==> config.mk <==
export PLATFORM = sky130hd
export DESIGN_NAME = hazard_ctrl
export DESIGN_NICKNAME = d
export VERILOG_FILES = /design/src/rtl/hazard_pkg.sv /design/src/rtl/md_busy_tracker.sv /design/src/rtl/hazard_ctrl.sv
export SDC_FILE = /design/constraint.sdc
export NUM_CORES = 1
export LEC_CHECK = 0
export CELL_PAD_IN_SITES_DETAIL_PLACEMENT = 0
export CELL_PAD_IN_SITES_GLOBAL_PLACEMENT = 1
export CORE_MARGIN = 5
export CORE_UTILIZATION = 34
export CTS_CLUSTER_SIZE = 10
export DETAILED_ROUTE_END_ITERATION = 10
export PLACE_DENSITY_LB_ADDON = 0.1
export SYNTH_ARGS = -nofsm -noshare
export SYNTH_HDL_FRONTEND = slang
export SYNTH_SLANG_ARGS = --single-unit
==> constraint.sdc <==
create_clock -name clk -period 3.1 [get_ports clk]
set_input_delay 0.62 -clock clk [delete_from_list [all_inputs] [get_ports clk]]
set_output_delay 0.62 -clock clk [all_outputs]
set_load 0.005 [all_outputs]
==> src/rtl/hazard_pkg.sv <==
// Shared encodings and types for the pipeline hazard controller.
package hazard_pkg;

  // D-stage bypass select encodings
  localparam logic [1:0] FWD_RF = 2'd0;
  localparam logic [1:0] FWD_E  = 2'd1;
  localparam logic [1:0] FWD_M  = 2'd2;
  localparam logic [1:0] FWD_W  = 2'd3;

  // E-stage bypass select encodings
  localparam logic [1:0] FWDE_PIPE = 2'd0;
  localparam logic [1:0] FWDE_M    = 2'd1;
  localparam logic [1:0] FWDE_W    = 2'd2;

  // M-stage store-data bypass select encodings
  localparam logic FWDM_PIPE = 1'b0;
  localparam logic FWDM_W    = 1'b1;

  // Tuse value meaning "operand not read" (all-ones at the default width)
  localparam int unsigned        TW_DEF    = 2;
  localparam logic [TW_DEF-1:0]  TUSE_NONE = '1;

  // Multiply/divide unit tracker states
  typedef enum logic {
    MD_IDLE = 1'b0,
    MD_BUSY = 1'b1
  } md_state_e;

endpackage

==> src/rtl/md_busy_tracker.sv <==
// Tracks multi-cycle mult/div occupancy so HI/LO consumers can be held in D.
module md_busy_tracker
  import hazard_pkg::*;
#(
  parameter int unsigned MULT_LAT = 5,
  parameter int unsigned DIV_LAT  = 10
) (
  input  logic clk,
  input  logic rst_n,
  input  logic md_start_i,
  input  logic md_is_div_i,
  output logic md_busy_o
);

  localparam int unsigned MAX_LAT = (DIV_LAT > MULT_LAT) ? DIV_LAT : MULT_LAT;
  localparam int unsigned CW      = $clog2(MAX_LAT + 1);

  md_state_e       state_q;
  logic [CW-1:0]   cnt_q;
  logic [CW-1:0]   lat_c;

  // Latency to load when an operation enters E
  assign lat_c = md_is_div_i ? CW'(DIV_LAT) : CW'(MULT_LAT);

  // FSM and latency counter; a new start always reloads the counter
  always_ff @(posedge clk or negedge rst_n) begin
    if (!rst_n) begin
      state_q <= MD_IDLE;
      cnt_q   <= '0;
    end else if (md_start_i) begin
      state_q <= MD_BUSY;
      cnt_q   <= lat_c;
    end else if (state_q == MD_BUSY) begin
      if (cnt_q == CW'(1)) begin
        state_q <= MD_IDLE;
        cnt_q   <= '0;
      end else begin
        cnt_q   <= cnt_q - CW'(1);
      end
    end
  end

  assign md_busy_o = (state_q == MD_BUSY);

endmodule

==> src/rtl/hazard_ctrl.sv <==
// Five-stage pipeline hazard controller: bypass selects, D-stage stall, stall counter.
module hazard_ctrl
  import hazard_pkg::*;
#(
  parameter int unsigned REG_AW   = 5,
  parameter int unsigned TW       = 2,
  parameter int unsigned MULT_LAT = 5,
  parameter int unsigned DIV_LAT  = 10,
  parameter int unsigned CNT_W    = 32
) (
  input  logic              clk,
  input  logic              rst_n,
  input  logic [REG_AW-1:0] d_a1,
  input  logic [REG_AW-1:0] d_a2,
  input  logic [REG_AW-1:0] e_a1,
  input  logic [REG_AW-1:0] e_a2,
  input  logic [REG_AW-1:0] m_a2,
  input  logic [REG_AW-1:0] e_a3,
  input  logic [REG_AW-1:0] m_a3,
  input  logic [REG_AW-1:0] w_a3,
  input  logic              e_we,
  input  logic              m_we,
  input  logic              w_we,
  input  logic [TW-1:0]     tuse_rs,
  input  logic [TW-1:0]     tuse_rt,
  input  logic [TW-1:0]     tnew_e,
  input  logic [TW-1:0]     tnew_m,
  input  logic              e_md_start,
  input  logic              e_md_is_div,
  input  logic              d_md_use,
  output logic [1:0]        fwd_d_rs,
  output logic [1:0]        fwd_d_rt,
  output logic [1:0]        fwd_e_rs,
  output logic [1:0]        fwd_e_rt,
  output logic              fwd_m_rt,
  output logic              stall,
  output logic              pc_en,
  output logic              d_en,
  output logic              e_clr,
  output logic              md_busy,
  output logic [CNT_W-1:0]  stall_cnt
);

  function automatic logic hit(input logic [REG_AW-1:0] a, input logic we,
                               input logic [REG_AW-1:0] dst);
    return (a != '0) && we && (dst == a);
  endfunction

  // Highest-priority producer decides; an ineligible one falls back to RF under stall
  function automatic logic [1:0] fwd_d(input logic he, input logic hm, input logic hw,
                                       input logic e_rdy, input logic m_rdy);
    logic [1:0] sel;
    sel = FWD_RF;
    if (he)      sel = e_rdy ? FWD_E : FWD_RF;
    else if (hm) sel = m_rdy ? FWD_M : FWD_RF;
    else if (hw) sel = FWD_W;
    return sel;
  endfunction

  logic e_rdy, m_rdy;
  logic d1_e, d1_m, d1_w, d2_e, d2_m, d2_w;
  logic e1_m, e1_w, e2_m, e2_w, m2_w;
  logic rs_stall, rt_stall, md_stall;
  logic [CNT_W-1:0] stall_cnt_q, stall_cnt_d;

  assign e_rdy = (tnew_e == '0);
  assign m_rdy = (tnew_m == '0);

  // Register-address hit detection per consumer/producer pair
  always_comb begin
    d1_e = hit(d_a1, e_we, e_a3);
    d1_m = hit(d_a1, m_we, m_a3);
    d1_w = hit(d_a1, w_we, w_a3);
    d2_e = hit(d_a2, e_we, e_a3);
    d2_m = hit(d_a2, m_we, m_a3);
    d2_w = hit(d_a2, w_we, w_a3);
    e1_m = hit(e_a1, m_we, m_a3);
    e1_w = hit(e_a1, w_we, w_a3);
    e2_m = hit(e_a2, m_we, m_a3);
    e2_w = hit(e_a2, w_we, w_a3);
    m2_w = hit(m_a2, w_we, w_a3);
  end

  // Bypass selects for D, E and M consumers
  always_comb begin
    fwd_d_rs = fwd_d(d1_e, d1_m, d1_w, e_rdy, m_rdy);
    fwd_d_rt = fwd_d(d2_e, d2_m, d2_w, e_rdy, m_rdy);
    fwd_e_rs = FWDE_PIPE;
    if (e1_m && m_rdy) fwd_e_rs = FWDE_M;
    else if (e1_w)     fwd_e_rs = FWDE_W;
    fwd_e_rt = FWDE_PIPE;
    if (e2_m && m_rdy) fwd_e_rt = FWDE_M;
    else if (e2_w)     fwd_e_rt = FWDE_W;
    fwd_m_rt = m2_w ? FWDM_W : FWDM_PIPE;
  end

  // Tuse/Tnew data stall plus HI/LO occupancy stall
  always_comb begin
    rs_stall = !(&tuse_rs) && ((d1_e && (tnew_e > tuse_rs)) || (d1_m && (tnew_m > tuse_rs)));
    rt_stall = !(&tuse_rt) && ((d2_e && (tnew_e > tuse_rt)) || (d2_m && (tnew_m > tuse_rt)));
    md_stall = d_md_use && (e_md_start || md_busy);
    stall    = rs_stall || rt_stall || md_stall;
    pc_en    = !stall;
    d_en     = !stall;
    e_clr    = stall;
  end

  md_busy_tracker #(
    .MULT_LAT (MULT_LAT),
    .DIV_LAT  (DIV_LAT)
  ) u_md (
    .clk         (clk),
    .rst_n       (rst_n),
    .md_start_i  (e_md_start),
    .md_is_div_i (e_md_is_div),
    .md_busy_o   (md_busy)
  );

  // Saturating stall-cycle counter next value
  always_comb begin
    stall_cnt_d = stall_cnt_q;
    if (stall && (stall_cnt_q != '1)) stall_cnt_d = stall_cnt_q + CNT_W'(1);
  end

  // Stall-cycle counter register
  always_ff @(posedge clk or negedge rst_n) begin
    if (!rst_n) stall_cnt_q <= '0;
    else        stall_cnt_q <= stall_cnt_d;
  end

  assign stall_cnt = stall_cnt_q;

endmodule

==> summary.md <==
* 9 — number of cells on the worst reg-to-reg path
* 3.024% — proportion of synthesized area in mux cells
* 0.29 ns — clock latency at the later pin of the worst-skew pair
* 37 — TritonCTS Sinks
* 4.131% — complex-gate fraction of the synthesized area
* 8.876 um^2 — post-synthesis area per instance
* 102 — ports placed on the boundary
* 2.017 nW — Leak Pwr
* 58.30% — synthesis-to-finish area growth
* 2 — number of buffers between clock root and the deepest sink
* 0.5307 ns — Worst Tran Pin Value
* 588 — post-route insts no fill
* simple AND/OR/NAND/NOR gates — main combinational cell family by area after synthesis
* 0.08 ns — Reg clk slew, reported paths
* 0 — total count of max-transition violations in the final report
* 101 — PortBufs
* stall_cnt[13] — worst hold start
* 1 — Hold Path Stages
* 37 — Synth Register Bits
* 0.0002327 V — maximum resistive drop on vdd
* 24.15% — area share of xor/xnor cells in the synthesized design
* 103.0 um — DIE HEIGHT
* 2 — depth of the CTS H-tree
* 103.0 um — die width
* 2.48 ns — required time of the worst setup path
* 3.031 ns — Min Clock Period, post-route
* -0.5618 ns — Worst Setup Slack post-DPL
* sky130_fd_sc_hd__clkdlybuf4s50_1 — most common cell after layout, fill and taps aside
* finished, final reports clean — run status
* 0.8663 — final RePlAce weighted congestion
* 21.25% — fraction of final layout cells sized beyond drive strength 1
* 7130 um — DP Wirelength
* 10600 um^2 — die area
* 8551 um^2 — area of the placeable core
* 573 — instance count after placement with tap cells included
* 13990 um — global-route wire length before repair
* 9199 um — final routed wirelength across all metal layers
* 34 — row cnt
* dlygate4sd2_1 -> or4_4 -> nor2_4 -> buf_6 -> nor4_4 -> nor4_4 -> buf_4 -> buf_4 -> buf_6 — cells traversed along the worst timing path
* 0 — hold buffer count at CTS
* 36 — drt first-iter violations
* 547 — final net count
* 0.06918 ns — PnR worst setup slack
* 4.685% — post-synthesis share of cell area spent on full adders, half adders and majority gates
* primary output — endpoint class of the critical path
* 0 — final-report setup violation count
* 97.77% — share of the clock period used by the worst path after layout
* 31.52% — Synth top area share
* 0 — total congestion overflow after global routing
* 16.62% — total global-route track usage
* u_md.md_busy_o — Reg-to-Reg Start
* 64.51% — worst slew margin relative to its limit
* 0 — total inserted antenna cells
* reg2reg — class of the worst hold path
* sky130_fd_sc_hd__dfrtp_1 (32%), sky130_fd_sc_hd__xnor2_1 (16%), sky130_fd_sc_hd__xor2_1 (8.3%) — largest cells by area after synthesis
* 2958 — total via count after detailed routing
* 2.41 ns — Data arrival, critical path
* sky130_fd_sc_hd__or4_4 — Crit-path slowest cell
* 329.9 MHz — maximum clock frequency
* 15.64 um — routed length per placed instance
* yes — CTS tree
* 0.55 ns — delay of the slowest critical-path stage
* 0 — antenna violations before repair
* 0 — number of routed nets with antenna violations
* 5 — number of CTS-inserted buffers
* 31.52% — portion of the post-synthesis area used by sequential elements
* 0.007497 ns — Setup Skew
* 2927 — vias in the first global route
* 0.4829 ns — Final Hold Slack
* 34.36% — effective utilization at floorplan
* 331 — synthesized instance count
* in2out — category of the critical setup timing path
* 3 — worst-path maximum fanout
* 4 — first-pass detailed-route iteration total
* stall_cnt[13] — sink of the worst hold path
* 347.3 nW/um^2 — Pwr Density
* true — unrepaired setup endpoints after global routing
* 0 — max-cap check violation count
* sky130_fd_sc_hd__clkbuf_8 — cell at the root of the clock tree
* 5.031 — detailed-route vias per instance
* 0 — DRC violations left
* 398 — Synthesized Nets
* sky130_fd_sc_hd__dfrtp_1 — post-synth top area cell
* 28.62% — Simple-Gate Fraction of Synth Area
* input pin — kind of start point of the critical path
* 2938 um^2 — Cell Area, Synth
* 0 — number of hold violations in the final report
* 0 — Yosys warning count
* 38 — largest net degree at the start of global routing
* 0.70 ns — Reg2Reg Setup Slack
* 38 — number of different library cells in the post-synthesis netlist
* sky130_fd_sc_hd__clkdlybuf4s50_1 (68), sky130_fd_sc_hd__buf_4 (55), sky130_fd_sc_hd__xnor2_1 (53) — most frequent cells in the layout
* stall_cnt[5] — endpoint of the worst-slack reg-to-reg timing path
==> critical path: cells and delay by family <==
kind / cells / cell delay (ns)
and+or+nand+nor: 4 / 1.06
buffers and inverters: 5 / 0.73
==> power by group <==
group / switching, W / leakage, nW / internal, W
sequential: 0.0000813 / 0.469 / 0.000552
combinational: 0.000242 / 1.49 / 0.000336
clock: 0.000170 / 0.0540 / 0.000234
==> flip-flops by register name, summed over array words and instances, names as in the netlist <==
signal          count
stall_cnt          32
u_md.cnt_q          4
u_md.md_busy_o      1
==> metrics by stage <==
stage	setup TNS (ns)	power, W	util, %	cell area (um^2)
3_3_place_gp	-9.468	0.001206	51.21	4379
2_1_floorplan	0	0.0008692	-	2938
6_report	0	0.001615	54.39	4651
3_5_place_dp	-10.33	0.001216	51.21	4379
4_1_cts	0	0.001629	53.63	4586
5_1_grt	-0.001653	0.001715	54.39	4651
==> timing repair <==
action / in CTS / in global routing
pin swaps: 15 / 9
endpoints found under the setup margin: 18 / 16
buffers inserted: 8 / 2
resized for setup: 60 / 25
==> layout make-up <==
cell class	instances	area (um^2)
clock buffers	5	68.82
repair buffers	159	1415
flip-flops and latches	37	925.9
well taps	108	135.1
fillers	845	3900
clock inverters	2	35.03
inverters	9	33.78
multi-input cells	268	2037
==> routing by layer <==
layer	vias up	GRT usage, %	routed length [um]	share of wire, %
met3	6	2.977	488	5.3
met2	67	29.26	4540	49
met5	-	0	0	0
met4	0	3.785	65	0.71
li1	1465	-	-	-
met1	1420	21.12	4105	45
==> cells by family (layout without fill, tap and decap cells) <==
logic type	count (synthesis)	in the layout
AO/OA/AOI/OAI	21	21
XOR/XNOR	81	81
multiplexers	8	8
flip-flops	37	37
AND/OR/NAND/NOR	147	147
adder cells (fa/ha/maj)	11	11
buffers and inverters	26	175
==> Yosys cell counts <==
cell type and number:
sky130_fd_sc_hd__nor3_2 1, sky130_fd_sc_hd__nor4_1 14, sky130_fd_sc_hd__nor2b_1 4, sky130_fd_sc_hd__o21ai_0 7, sky130_fd_sc_hd__mux2_1 5, sky130_fd_sc_hd__nand3_1 18
sky130_fd_sc_hd__nor3b_1 2, sky130_fd_sc_hd__buf_2 4, sky130_fd_sc_hd__nand2_1 26, sky130_fd_sc_hd__o41ai_1 1, sky130_fd_sc_hd__nor4b_1 2, sky130_fd_sc_hd__ha_1 11
sky130_fd_sc_hd__buf_4 3, sky130_fd_sc_hd__mux2i_1 1, sky130_fd_sc_hd__a21oi_1 8, sky130_fd_sc_hd__nor4_4 1, sky130_fd_sc_hd__mux2_2 2, sky130_fd_sc_hd__a211oi_1 1
sky130_fd_sc_hd__nand4b_1 2, sky130_fd_sc_hd__nor2_4 1, sky130_fd_sc_hd__or4_1 3, sky130_fd_sc_hd__nor3_1 22, sky130_fd_sc_hd__xor2_1 28, sky130_fd_sc_hd__nand2b_1 2
sky130_fd_sc_hd__inv_1 9, sky130_fd_sc_hd__nor4b_2 3, sky130_fd_sc_hd__and4_1 4, sky130_fd_sc_hd__or4_4 1, sky130_fd_sc_hd__dfrtp_1 37, sky130_fd_sc_hd__nor2_2 2
sky130_fd_sc_hd__nor2_1 18, sky130_fd_sc_hd__and2_1 1, sky130_fd_sc_hd__nand4_1 14, sky130_fd_sc_hd__or3_1 1, sky130_fd_sc_hd__a22oi_1 4, sky130_fd_sc_hd__xnor2_1 53
sky130_fd_sc_hd__clkbuf_1 10, sky130_fd_sc_hd__and3_1 5
==> worst max path at each step <==
stage,slack [ns],depth (start not counted),startpoint,endpoint
final,0.07,9,d_a2[4],pc_en
after global routing,-0.002,13,tuse_rs[1],stall_cnt[5]
after CTS,0.007,9,d_a2[4],e_clr
after detailed placement,-0.56,10,tuse_rs[1],stall
after global placement,-0.54,9,tuse_rs[1],pc_en
after floorplan,0.26,7,d_a2[1],stall
Note: power is estimated with default switching activity, not from simulation.
